<file path="config.mk">
export PLATFORM = sky130hd
export DESIGN_NAME = axi_lite_irq_ctrl_flat
export DESIGN_NICKNAME = d
export VERILOG_FILES = /design/src/rtl/axi_lite_irq_ctrl_if.sv /design/src/rtl/axi_lite_irq_ctrl.sv /design/src/flat_wrapper.sv
export SDC_FILE = /design/constraint.sdc
export NUM_CORES = 1
export LEC_CHECK = 0
export ABC_AREA = 1
export BUFFER_PORTS_ARGS = -buffer_cell sky130_fd_sc_hd__buf_2
export CORE_ASPECT_RATIO = 1.2
export CORE_UTILIZATION = 49
export CTS_CLUSTER_DIAMETER = 50
export CTS_CLUSTER_SIZE = 40
export DETAILED_ROUTE_END_ITERATION = 6
export HOLD_SLACK_MARGIN = 0.02
export PLACE_DENSITY = 0.75
export SLEW_MARGIN = 20
export SYNTH_ARGS = -nofsm -noshare
export SYNTH_HDL_FRONTEND = slang
export SYNTH_SLANG_ARGS = --single-unit
export TNS_END_PERCENT = 20
</file>
<file path="constraint.sdc">
create_clock -name aclk -period 1.53 [get_ports aclk]
set_input_delay 0.2295 -clock aclk [delete_from_list [all_inputs] [get_ports aclk]]
set_output_delay 0.2295 -clock aclk [all_outputs]
set_load 0.05 [all_outputs]
</file>
<file path="src/rtl/axi_lite_irq_ctrl_if.sv">
// ---------------------------------------------------------------------------
// axi_lite_irq_ctrl_if
// AXI4-Lite bus bundle for the interrupt controller register slave.
//   master modport : drives AW/W/AR channels and B/R ready (CPU side)
//   slave  modport : drives AW/W/AR ready and the B/R response channels
// Signal names keep the s_ prefix of the controller's slave port list.
// ---------------------------------------------------------------------------
interface axi_lite_irq_ctrl_if #(
  parameter int ADDR_W = 8
);
  logic [ADDR_W-1:0] s_awaddr;
  logic              s_awvalid;
  logic              s_awready;
  logic [31:0]       s_wdata;
  logic [3:0]        s_wstrb;
  logic              s_wvalid;
  logic              s_wready;
  logic [1:0]        s_bresp;
  logic              s_bvalid;
  logic              s_bready;
  logic [ADDR_W-1:0] s_araddr;
  logic              s_arvalid;
  logic              s_arready;
  logic [31:0]       s_rdata;
  logic [1:0]        s_rresp;
  logic              s_rvalid;
  logic              s_rready;

  modport master (
    output s_awaddr, s_awvalid, s_wdata, s_wstrb, s_wvalid, s_bready,
    output s_araddr, s_arvalid, s_rready,
    input  s_awready, s_wready, s_bresp, s_bvalid,
    input  s_arready, s_rdata, s_rresp, s_rvalid
  );

  modport slave (
    input  s_awaddr, s_awvalid, s_wdata, s_wstrb, s_wvalid, s_bready,
    input  s_araddr, s_arvalid, s_rready,
    output s_awready, s_wready, s_bresp, s_bvalid,
    output s_arready, s_rdata, s_rresp, s_rvalid
  );
endinterface

</file>
<file path="src/rtl/axi_lite_irq_ctrl.sv">
// ---------------------------------------------------------------------------
// axi_lite_irq_ctrl
// Parametrised interrupt controller with an AXI4-Lite register slave.
// Each source is synchronised, then latched into PENDING either as a level
// (follows the synchronised input) or as a rising edge (sticky until W1C).
// The lowest-index pending-and-enabled source drives the CPU line and ID.
//
// Ports:
//   aclk      : clock
//   areset    : synchronous reset, active-high
//   irq_i     : NUM_IRQ raw interrupt sources, asynchronous to aclk
//   irq_o     : registered CPU interrupt, |(pending & enable)
//   irq_id_o  : registered (lowest pending-and-enabled index)+1, 0 = none
//   s_axi     : AXI4-Lite slave (axi_lite_irq_ctrl_if.slave)
//
// Register map (addr[4:2]; addr[ADDR_W-1:5] != 0 is unmapped -> SLVERR):
//   0x00 STATUS RO, 0x04 PENDING RO/W1C(edge bits), 0x08 ENABLE RW,
//   0x0C MODE RW (1 = edge), 0x10 ENABLE_SET W1S, 0x14 ENABLE_CLR W1C,
//   0x18 CLAIM RO, 0x1C SW_TRIG W1S (edge bits only).
// ---------------------------------------------------------------------------
module axi_lite_irq_ctrl #(
  parameter int          NUM_IRQ      = 7,
  parameter int          SYNC_STAGES  = 2,
  parameter logic [31:0] DEFAULT_MODE = 32'h0000_0001,
  parameter int          ADDR_W       = 8
) (
  input  logic                aclk,
  input  logic                areset,
  input  logic [NUM_IRQ-1:0]  irq_i,
  output logic                irq_o,
  output logic [5:0]          irq_id_o,
  axi_lite_irq_ctrl_if.slave  s_axi
);

  localparam logic [2:0] OFS_STATUS  = 3'd0;
  localparam logic [2:0] OFS_PENDING = 3'd1;
  localparam logic [2:0] OFS_ENABLE  = 3'd2;
  localparam logic [2:0] OFS_MODE    = 3'd3;
  localparam logic [2:0] OFS_EN_SET  = 3'd4;
  localparam logic [2:0] OFS_EN_CLR  = 3'd5;
  localparam logic [2:0] OFS_CLAIM   = 3'd6;
  localparam logic [2:0] OFS_SW_TRIG = 3'd7;

  localparam logic [1:0] RESP_OKAY   = 2'b00;
  localparam logic [1:0] RESP_SLVERR = 2'b10;

  // Expand byte strobes into a 32-bit bit mask.
  function automatic logic [31:0] strb_to_mask(input logic [3:0] strb);
    logic [31:0] m;
    m = 32'd0;
    for (int b = 0; b < 4; b++) begin
      m[b*8 +: 8] = {8{strb[b]}};
    end
    return m;
  endfunction

  // Lowest set index + 1, or 0 when the vector is empty. Scanning from the
  // top down lets the lowest index overwrite any higher one.
  function automatic logic [5:0] prio_id(input logic [NUM_IRQ-1:0] vec);
    logic [5:0] id;
    id = 6'd0;
    for (int i = NUM_IRQ - 1; i >= 0; i--) begin
      id = vec[i] ? 6'(i + 1) : id;
    end
    return id;
  endfunction

  // State
  logic [SYNC_STAGES-1:0][NUM_IRQ-1:0] sync_q, sync_d;
  logic [NUM_IRQ-1:0] prev_q, prev_d;
  logic [NUM_IRQ-1:0] pend_q, pend_d;
  logic [NUM_IRQ-1:0] enable_q, enable_d;
  logic [NUM_IRQ-1:0] mode_q, mode_d;
  logic               irq_q, irq_d;
  logic [5:0]         irq_id_q, irq_id_d;
  logic               awready_q, awready_d;
  logic               wready_q, wready_d;
  logic               bvalid_q, bvalid_d;
  logic [1:0]         bresp_q, bresp_d;
  logic               arready_q, arready_d;
  logic               rvalid_q, rvalid_d;
  logic [1:0]         rresp_q, rresp_d;
  logic [31:0]        rdata_q, rdata_d;

  // Combinational helpers
  logic [NUM_IRQ-1:0] sync_s;
  logic [ADDR_W-1:0]  aw_addr_s, ar_addr_s;
  logic               w_hs_s, r_hs_s;
  logic               w_unmapped_s, r_unmapped_s;
  logic               w_do_s;
  logic [31:0]        be_mask_s, wdata_m_s;
  logic [NUM_IRQ-1:0] wr_bits_s, wr_keep_s;
  logic [NUM_IRQ-1:0] pend_clr_s, sw_set_s, mode_chg_s, edge_set_s;
  logic [31:0]        rd_val_s;
  logic               unused_s;

  assign sync_s    = sync_q[SYNC_STAGES-1];
  assign aw_addr_s = s_axi.s_awaddr;
  assign ar_addr_s = s_axi.s_araddr;

  // Handshakes complete on the edge where the registered ready meets valid.
  assign w_hs_s       = awready_q & wready_q & s_axi.s_awvalid & s_axi.s_wvalid;
  assign r_hs_s       = arready_q & s_axi.s_arvalid;
  assign w_unmapped_s = |(aw_addr_s >> 3'd5);
  assign r_unmapped_s = |(ar_addr_s >> 3'd5);
  assign w_do_s       = w_hs_s & ~w_unmapped_s;

  // Masked bytes behave as zeros for W1S/W1C and as "keep" for RW fields.
  assign be_mask_s = strb_to_mask(s_axi.s_wstrb);
  assign wdata_m_s = s_axi.s_wdata & be_mask_s;
  assign wr_bits_s = wdata_m_s[NUM_IRQ-1:0];
  assign wr_keep_s = be_mask_s[NUM_IRQ-1:0];

  // Address LSBs and data bits above NUM_IRQ carry no meaning here.
  assign unused_s = ^{aw_addr_s[1:0], ar_addr_s[1:0], wdata_m_s, be_mask_s};

  // Input synchroniser shift chain and one-cycle history for edge detect.
  always_comb begin
    sync_d    = sync_q;
    sync_d[0] = irq_i;
    for (int k = 1; k < SYNC_STAGES; k++) begin
      sync_d[k] = sync_q[k-1];
    end
    prev_d = sync_s;
  end

  // Register-file write decode for ENABLE/MODE and the pending side-effects.
  always_comb begin
    enable_d   = enable_q;
    mode_d     = mode_q;
    pend_clr_s = '0;
    sw_set_s   = '0;
    if (w_do_s) begin
      case (aw_addr_s[4:2])
        OFS_PENDING: pend_clr_s = wr_bits_s;
        OFS_ENABLE:  enable_d   = (enable_q & ~wr_keep_s) | wr_bits_s;
        OFS_MODE:    mode_d     = (mode_q & ~wr_keep_s) | wr_bits_s;
        OFS_EN_SET:  enable_d   = enable_q | wr_bits_s;
        OFS_EN_CLR:  enable_d   = enable_q & ~wr_bits_s;
        OFS_SW_TRIG: sw_set_s   = wr_bits_s;
        default:     enable_d   = enable_q;  // STATUS / CLAIM are read-only
      endcase
    end else begin
      enable_d = enable_q;
      mode_d   = mode_q;
    end
  end

  // Pending update: a mode change wins and clears, otherwise level bits
  // follow the synchronised input and edge bits are sticky with set
  // taking priority over a same-cycle W1C.
  always_comb begin
    mode_chg_s = mode_d ^ mode_q;
    edge_set_s = (sync_s & ~prev_q) | sw_set_s;
    pend_d     = ~mode_chg_s &
                 ((~mode_q & sync_s) |
                  ( mode_q & (edge_set_s | (pend_q & ~pend_clr_s))));
  end

  // CPU-facing interrupt line and encoded source ID.
  always_comb begin
    irq_d    = |(pend_q & enable_q);
    irq_id_d = prio_id(pend_q & enable_q);
  end

  // Read data mux; write-only aliases read as zero.
  always_comb begin
    rd_val_s = 32'd0;
    case (ar_addr_s[4:2])
      OFS_STATUS:  rd_val_s = 32'(sync_s);
      OFS_PENDING: rd_val_s = 32'(pend_q);
      OFS_ENABLE:  rd_val_s = 32'(enable_q);
      OFS_MODE:    rd_val_s = 32'(mode_q);
      OFS_CLAIM:   rd_val_s = 32'(irq_id_q);
      default:     rd_val_s = 32'd0;
    endcase
  end

  // Write channel: single-cycle ready pulse, response held until bready.
  always_comb begin
    awready_d = s_axi.s_awvalid & s_axi.s_wvalid & ~bvalid_q & ~awready_q;
    wready_d  = awready_d;
    if (w_hs_s) begin
      bvalid_d = 1'b1;
      bresp_d  = w_unmapped_s ? RESP_SLVERR : RESP_OKAY;
    end else if (bvalid_q && s_axi.s_bready) begin
      bvalid_d = 1'b0;
      bresp_d  = bresp_q;
    end else begin
      bvalid_d = bvalid_q;
      bresp_d  = bresp_q;
    end
  end

  // Read channel: data captured from pre-update state at the accept edge.
  always_comb begin
    arready_d = s_axi.s_arvalid & ~rvalid_q & ~arready_q;
    if (r_hs_s) begin
      rvalid_d = 1'b1;
      rdata_d  = r_unmapped_s ? 32'd0 : rd_val_s;
      rresp_d  = r_unmapped_s ? RESP_SLVERR : RESP_OKAY;
    end else if (rvalid_q && s_axi.s_rready) begin
      rvalid_d = 1'b0;
      rdata_d  = rdata_q;
      rresp_d  = rresp_q;
    end else begin
      rvalid_d = rvalid_q;
      rdata_d  = rdata_q;
      rresp_d  = rresp_q;
    end
  end

  // State register; reset drops any transaction in flight.
  always_ff @(posedge aclk) begin
    if (areset) begin
      sync_q    <= '0;
      prev_q    <= '0;
      pend_q    <= '0;
      enable_q  <= '0;
      mode_q    <= DEFAULT_MODE[NUM_IRQ-1:0];
      irq_q     <= 1'b0;
      irq_id_q  <= 6'd0;
      awready_q <= 1'b0;
      wready_q  <= 1'b0;
      bvalid_q  <= 1'b0;
      bresp_q   <= RESP_OKAY;
      arready_q <= 1'b0;
      rvalid_q  <= 1'b0;
      rresp_q   <= RESP_OKAY;
      rdata_q   <= 32'd0;
    end else begin
      sync_q    <= sync_d;
      prev_q    <= prev_d;
      pend_q    <= pend_d;
      enable_q  <= enable_d;
      mode_q    <= mode_d;
      irq_q     <= irq_d;
      irq_id_q  <= irq_id_d;
      awready_q <= awready_d;
      wready_q  <= wready_d;
      bvalid_q  <= bvalid_d;
      bresp_q   <= bresp_d;
      arready_q <= arready_d;
      rvalid_q  <= rvalid_d;
      rresp_q   <= rresp_d;
      rdata_q   <= rdata_d;
    end
  end

  assign irq_o           = irq_q;
  assign irq_id_o        = irq_id_q;
  assign s_axi.s_awready = awready_q;
  assign s_axi.s_wready  = wready_q;
  assign s_axi.s_bvalid  = bvalid_q;
  assign s_axi.s_bresp   = bresp_q;
  assign s_axi.s_arready = arready_q;
  assign s_axi.s_rvalid  = rvalid_q;
  assign s_axi.s_rresp   = rresp_q;
  assign s_axi.s_rdata   = rdata_q;

endmodule

</file>
<file path="src/flat_wrapper.sv">
// flat-port wrapper written by rule: the top's interface ports become plain ports
module axi_lite_irq_ctrl_flat 
#(
  parameter int          NUM_IRQ      = 7,
  parameter int          SYNC_STAGES  = 2,
  parameter logic [31:0] DEFAULT_MODE = 32'h0000_0001,
  parameter int          ADDR_W       = 8
)
  (aclk, areset, irq_i, irq_o, irq_id_o, s_axi_s_awaddr, s_axi_s_awvalid, s_axi_s_wdata, s_axi_s_wstrb, s_axi_s_wvalid, s_axi_s_bready, s_axi_s_araddr, s_axi_s_arvalid, s_axi_s_rready, s_axi_s_awready, s_axi_s_wready, s_axi_s_bresp, s_axi_s_bvalid, s_axi_s_arready, s_axi_s_rdata, s_axi_s_rresp, s_axi_s_rvalid);
  axi_lite_irq_ctrl_if #(.ADDR_W(ADDR_W)) s_axi_i ();
  input  logic aclk;
  input  logic areset;
  input  logic [NUM_IRQ-1:0] irq_i;
  output logic irq_o;
  output logic [5:0] irq_id_o;
  input wire logic [$bits(s_axi_i.s_awaddr)-1:0] s_axi_s_awaddr;
  input wire logic [$bits(s_axi_i.s_awvalid)-1:0] s_axi_s_awvalid;
  input wire logic [$bits(s_axi_i.s_wdata)-1:0] s_axi_s_wdata;
  input wire logic [$bits(s_axi_i.s_wstrb)-1:0] s_axi_s_wstrb;
  input wire logic [$bits(s_axi_i.s_wvalid)-1:0] s_axi_s_wvalid;
  input wire logic [$bits(s_axi_i.s_bready)-1:0] s_axi_s_bready;
  input wire logic [$bits(s_axi_i.s_araddr)-1:0] s_axi_s_araddr;
  input wire logic [$bits(s_axi_i.s_arvalid)-1:0] s_axi_s_arvalid;
  input wire logic [$bits(s_axi_i.s_rready)-1:0] s_axi_s_rready;
  output wire logic [$bits(s_axi_i.s_awready)-1:0] s_axi_s_awready;
  output wire logic [$bits(s_axi_i.s_wready)-1:0] s_axi_s_wready;
  output wire logic [$bits(s_axi_i.s_bresp)-1:0] s_axi_s_bresp;
  output wire logic [$bits(s_axi_i.s_bvalid)-1:0] s_axi_s_bvalid;
  output wire logic [$bits(s_axi_i.s_arready)-1:0] s_axi_s_arready;
  output wire logic [$bits(s_axi_i.s_rdata)-1:0] s_axi_s_rdata;
  output wire logic [$bits(s_axi_i.s_rresp)-1:0] s_axi_s_rresp;
  output wire logic [$bits(s_axi_i.s_rvalid)-1:0] s_axi_s_rvalid;
  assign s_axi_i.s_awaddr = s_axi_s_awaddr;
  assign s_axi_i.s_awvalid = s_axi_s_awvalid;
  assign s_axi_i.s_wdata = s_axi_s_wdata;
  assign s_axi_i.s_wstrb = s_axi_s_wstrb;
  assign s_axi_i.s_wvalid = s_axi_s_wvalid;
  assign s_axi_i.s_bready = s_axi_s_bready;
  assign s_axi_i.s_araddr = s_axi_s_araddr;
  assign s_axi_i.s_arvalid = s_axi_s_arvalid;
  assign s_axi_i.s_rready = s_axi_s_rready;
  assign s_axi_s_awready = s_axi_i.s_awready;
  assign s_axi_s_wready = s_axi_i.s_wready;
  assign s_axi_s_bresp = s_axi_i.s_bresp;
  assign s_axi_s_bvalid = s_axi_i.s_bvalid;
  assign s_axi_s_arready = s_axi_i.s_arready;
  assign s_axi_s_rdata = s_axi_i.s_rdata;
  assign s_axi_s_rresp = s_axi_i.s_rresp;
  assign s_axi_s_rvalid = s_axi_i.s_rvalid;
  axi_lite_irq_ctrl #(.NUM_IRQ(NUM_IRQ), .SYNC_STAGES(SYNC_STAGES), .DEFAULT_MODE(DEFAULT_MODE), .ADDR_W(ADDR_W)) u_core (.aclk(aclk), .areset(areset), .irq_i(irq_i), .irq_o(irq_o), .irq_id_o(irq_id_o), .s_axi(s_axi_i));
endmodule
</file>
# After elaboration in Yosys (flattened, before gate mapping)

Cells that the tools add are included.

Register bits after elaboration: 89
Input bits: 66
Output and inout port bits: 48
Logic and storage cells: 100

Equality and inequality tests: 10
Mux-type cells: 22
Bitwise gates (word level): 37
Reductions and logical operators: 13

Operator list:

| kind               | count |
|---|---|
| $and 7x7->7        | 10 |
| $mux 7             | 7 |
| $not 7->7          | 6 |
| $or 7x7->7         | 6 |
| $pmux 7 s5         | 1 |
| $pmux 7 s3         | 1 |
| $reduce_or 7->1    | 2 |
| $eq 3x2->1 const B | 4 |
| $eq 3x3->1 const B | 4 |
| $mux 3             | 4 |
| $and 1x1->1        | 9 |
| $mux 2             | 4 |
| $xor 7x7->7        | 1 |
| $eq 3x1->1 const B | 2 |
| $reduce_or 3->1    | 2 |
| $mux 1             | 5 |
| $not 1->1          | 5 |
| $reduce_bool 2->1  | 2 |
| $reduce_or 4->1    | 1 |
| $logic_not 3->1    | 1 |
| $reduce_bool 3->1  | 1 |
| $logic_and 1x1->1  | 2 |
| $reduce_and 2->1   | 1 |
| $reduce_or 2->1    | 1 |

# Logic depth before layout (Yosys ltp)

Depth in word-level cells: 10
Gate-level depth with buffers: 10
Gate-level depth less buffers: 9

# Least setup slack after synthesis

OpenSTA, ideal clock, no wires.

Path type: reg2reg
From: register u_core.awready_q, in the netlist u_core.s_axi.s_awready
To: register u_core.pend_q[0]
Setup time: 112 ps
Arrival: 1514 ps
Setup slack: -96 ps
Stages on the path, launching flop included: 10
Period minus slack after synthesis: 1626 ps
Path through: dfxtp_1 nand3_2 nor2_4 buf_6 buf_6 nand2_1 nand2_1 nand2_1 nand3_1 nand2_1

Word-level cells in the longest chain between the ends: 10
Elaborated cells between the ends (all ways): 15

Ends and longest elaborated chain:

| what                          | RTL line                 | RTL |
|---|---|---|
| start, declared               | axi_lite_irq_ctrl.sv:76  | `logic awready_q, awready_d;` |
| start signal, assigned        | axi_lite_irq_ctrl.sv:239 | `awready_q <= awready_d;` |
| $and 1x1->1 (*) (2 in series) | axi_lite_irq_ctrl.sv:102 | `assign w_hs_s = awready_q & wready_q & s_axi.s_awvalid & s_axi.s_wvalid;` |
| $and 1x1->1 (*)               | axi_lite_irq_ctrl.sv:106 | `assign w_do_s = w_hs_s & ~w_unmapped_s;` |
| $mux 7                        | axi_lite_irq_ctrl.sv:133 | `if (w_do_s) begin` |
| $not 7->7                     | axi_lite_irq_ctrl.sv:157 | `( mode_q & (edge_set_s \| (pend_q & ~pend_clr_s))));` |
| $and 7x7->7                   | axi_lite_irq_ctrl.sv:157 |  |
| $or 7x7->7                    | axi_lite_irq_ctrl.sv:157 |  |
| $and 7x7->7                   | axi_lite_irq_ctrl.sv:157 |  |
| $or 7x7->7                    | axi_lite_irq_ctrl.sv:156 | `((~mode_q & sync_s) \|` |
| $and 7x7->7 (*)               | axi_lite_irq_ctrl.sv:155 | `pend_d = ~mode_chg_s &` |
| end signal, assigned          | axi_lite_irq_ctrl.sv:234 | `pend_q <= pend_d;` |
| end, declared                 | axi_lite_irq_ctrl.sv:71  | `logic [NUM_IRQ-1:0] pend_q, pend_d;` |

Mark *: on every way between the ends. The rest lies on a longest branch, timed or not.
A chain may end at the register's enable or synchronous reset.

# Worst setup path after layout

From: register u_core.awready_q, in the netlist u_core.s_axi.s_awready
To: register u_core.pend_q[2]

Same word-level chain as after synthesis.

==> flow_summary.toml <==
[min_path]
hp-class = "in -> reg"
min_from = "irq_i[3]"

[floorplan]
ios = 114
die_w_um = 74.5
fp-row-count = 31
fp.dieH_um = 88.9
coreArea_um2 = 6050
die_area_um2 = 6620
start_util_pct = 51.0

[cells_and_area]
num_antenna_cells = 0
final_util_pct = 58.2
drive_above_1_share_pct = 16.8
areaGrowthSynthToFinish_pct = 14.1
mostFrequentLayoutCell = "nand2_1"
fin_cells = 617
mostFrequentLayoutCells = "nand2_1, nor2_1, inv_1"
seq_area_um2 = 1180
fill_cells = 602
num-nets-final = 597
multi_input_area_um2 = 1480
final_cell_area_um2 = 3520

[logic_synthesis]
synthDominantCellAreaShare_pct = 38.3
synth_top_cell_by_area = "dfxtp_1"
yosysWarnings = 0
syn-cell-area_um2 = 3090
syn_inst = 470
synth_seq_cells = 59
postSynthAreaPerCell_um2 = 6.57
yosys.cell_types.count = 28
synthTopCellsByArea = "dfxtp_1, nand2_1, buf_4"
yosysSeqAreaShare_pct = 38.3

[clock_network]
hold_buffers = 0
insertion_delay_ns = 0.34
htreeDepth = 3
cts.path.max_buffers = 2
cts-root-buf = "clkbuf_8"
cts.repair.resized = 0
cts_setup_buffers = 0
cts_tree = "yes"
cts_sinks = 59
clkSlewWorstSetupHoldPaths_ns = 0.06
cts-buffers-inserted = 9

[worst_setup_path]
reg2reg_depth = 8
r2r-start = "u_core.s_axi.s_awready$_SDFF_PP0_"
worst_ep_required_time_ns = 1.76
crit_start = "u_core.s_axi.s_awready$_SDFF_PP0_"
critPathMaxFanout = 16
end_kind = "register"
worstSetupPathType = "reg -> reg"
r2r_slack_ns = 0.12
timing.rr.end = "u_core.pend_q[2]$_SDFF_PP0_"
worstSetupEndpoint = "u_core.pend_q[2]$_SDFF_PP0_"
arrival_ns = 1.64
startpoint_type = "register"

[timing]
setup_ws_ns = 0.116
tns_ns = 0
fmax_ghz = 0.707
rsz0062_at_grt = "false"
hold_violations = 0
setup_viol = 0
finClkSkew_ns = 0.00782
fin_crit_ns = 1.41
slew_violations = 0
finalCritPeriodShare_pct = 92.4

[place]
place_congestion = 0.896
place_area_um2 = 3360
place_ws_ns = 0.0874
dp.cells = 602
hpwl_um = 5200
port_buffers = 51

[grt]
grt_usage_pct = 22.7
grt_max_degree = 41
gr-total-overflow = 0
antenna_found_initial = 0
grt_pass1_wl_um = 11100
grt_pass1_vias = 2566

[status]
status = "completed"

[routing]
vias = 2973
drc_errors = 0
dr.pass1.iters = 6
via_per_inst = 4.82
drt_wl_total_um = 6990
post_drt_wl_per_cell_um = 11.3
ant_nets = 0
drt_iter0_drc = 162

[power]
ir_worst_vdd_uv = 525
p_leak_uw = 0.00173
power_density_nw_per_um2 = 920

[run]
maxCapViolCount = 0
-- layout make-up --
cell class | count | area share (%)
clock buffer | 12 | 4.12
clock inverter | 3 | 0.426
multi-input combinational | 335 | 41.9
inverter | 62 | 6.64
timing repair buffer | 64 | 10.4
tap | 82 | 2.91
sequential | 59 | 33.6
-- worst min path at each step --
stage,slack [ns],end,cells past startpoint
floorplan,0.34,u_core.sync_d[10]$_SDFF_PP0_,2
global placement,0.39,u_core.prev_d[3]$_SDFF_PP0_,2
detailed placement,0.40,u_core.prev_d[2]$_SDFF_PP0_,2
CTS,0.08,u_core.sync_d[8]$_SDFF_PP0_,3
global route,0.09,u_core.sync_d[13]$_SDFF_PP0_,3
finish,0.09,u_core.sync_d[10]$_SDFF_PP0_,3
-- sequential cells by signal, indices dropped and copies added, names as in the netlist, 3 cells and up --
register / flops
u_core.mode_q: 7
u_core.s_axi.s_rdata: 7
u_core.enable_q: 7
u_core.irq_id_o: 3
u_core.sync_d: 7
u_core.pend_q: 7
u_core.prev_d: 7
u_core.prev_q: 7
-- power breakdown --
| group | switching, uW | internal (uW) |
|---|---|---|
| Sequential | 17.1 | 1570 |
| Combinational | 354 | 104 |
| Clock | 579 | 614 |
-- per-stage QoR --
stage	hold slack (ns)	total power, uW
after floorplan	0.336	2020
after global placement	0.389	2070
after detailed placement	0.395	2080
after CTS	0.0766	3260
after global routing	0.0923	3380
final	0.0861	3240
-- synthesized netlist by cell type (all sizes together) --
cell type,number
nand2,124
nor2,66
inv,61
dfxtp,59
buf,39
a21oi,37
nand3,33
o21ai,32
clkbuf,4
nand4,3
a211oi,2
nand3b,2
nor3,2
nor4,2
a21boi,1
a31oi,1
clkinv,1
conb,1
-- per-layer routing --
metal	up-vias	track usage, %	share of wire, %
met1	1321	25.3	42
met3	17	4.62	5.4
met2	103	38.7	50
li1	1532	-	-
met5	-	0	0
met4	0	15.4	2.8
-- cells by family after synthesis --
family | after synthesis | synth area share, %
buf+inv | 105 | 17.5
other cells | 1 | 0.121
simple gates | 232 | 31.6
flops | 59 | 38.3
compound gates | 73 | 12.5
-- critical path, cell delays in order (launching register included) --
cell	delay, ns
dfxtp_2	0.35
nand3_2	0.12
nor2_4	0.23
buf_4	0.26
nand3_1	0.10
nand2_1	0.10
inv_1	0.04
nand2_1	0.05
a21oi_1	0.05
No activity file was read; power rests on OpenSTA's default activity.
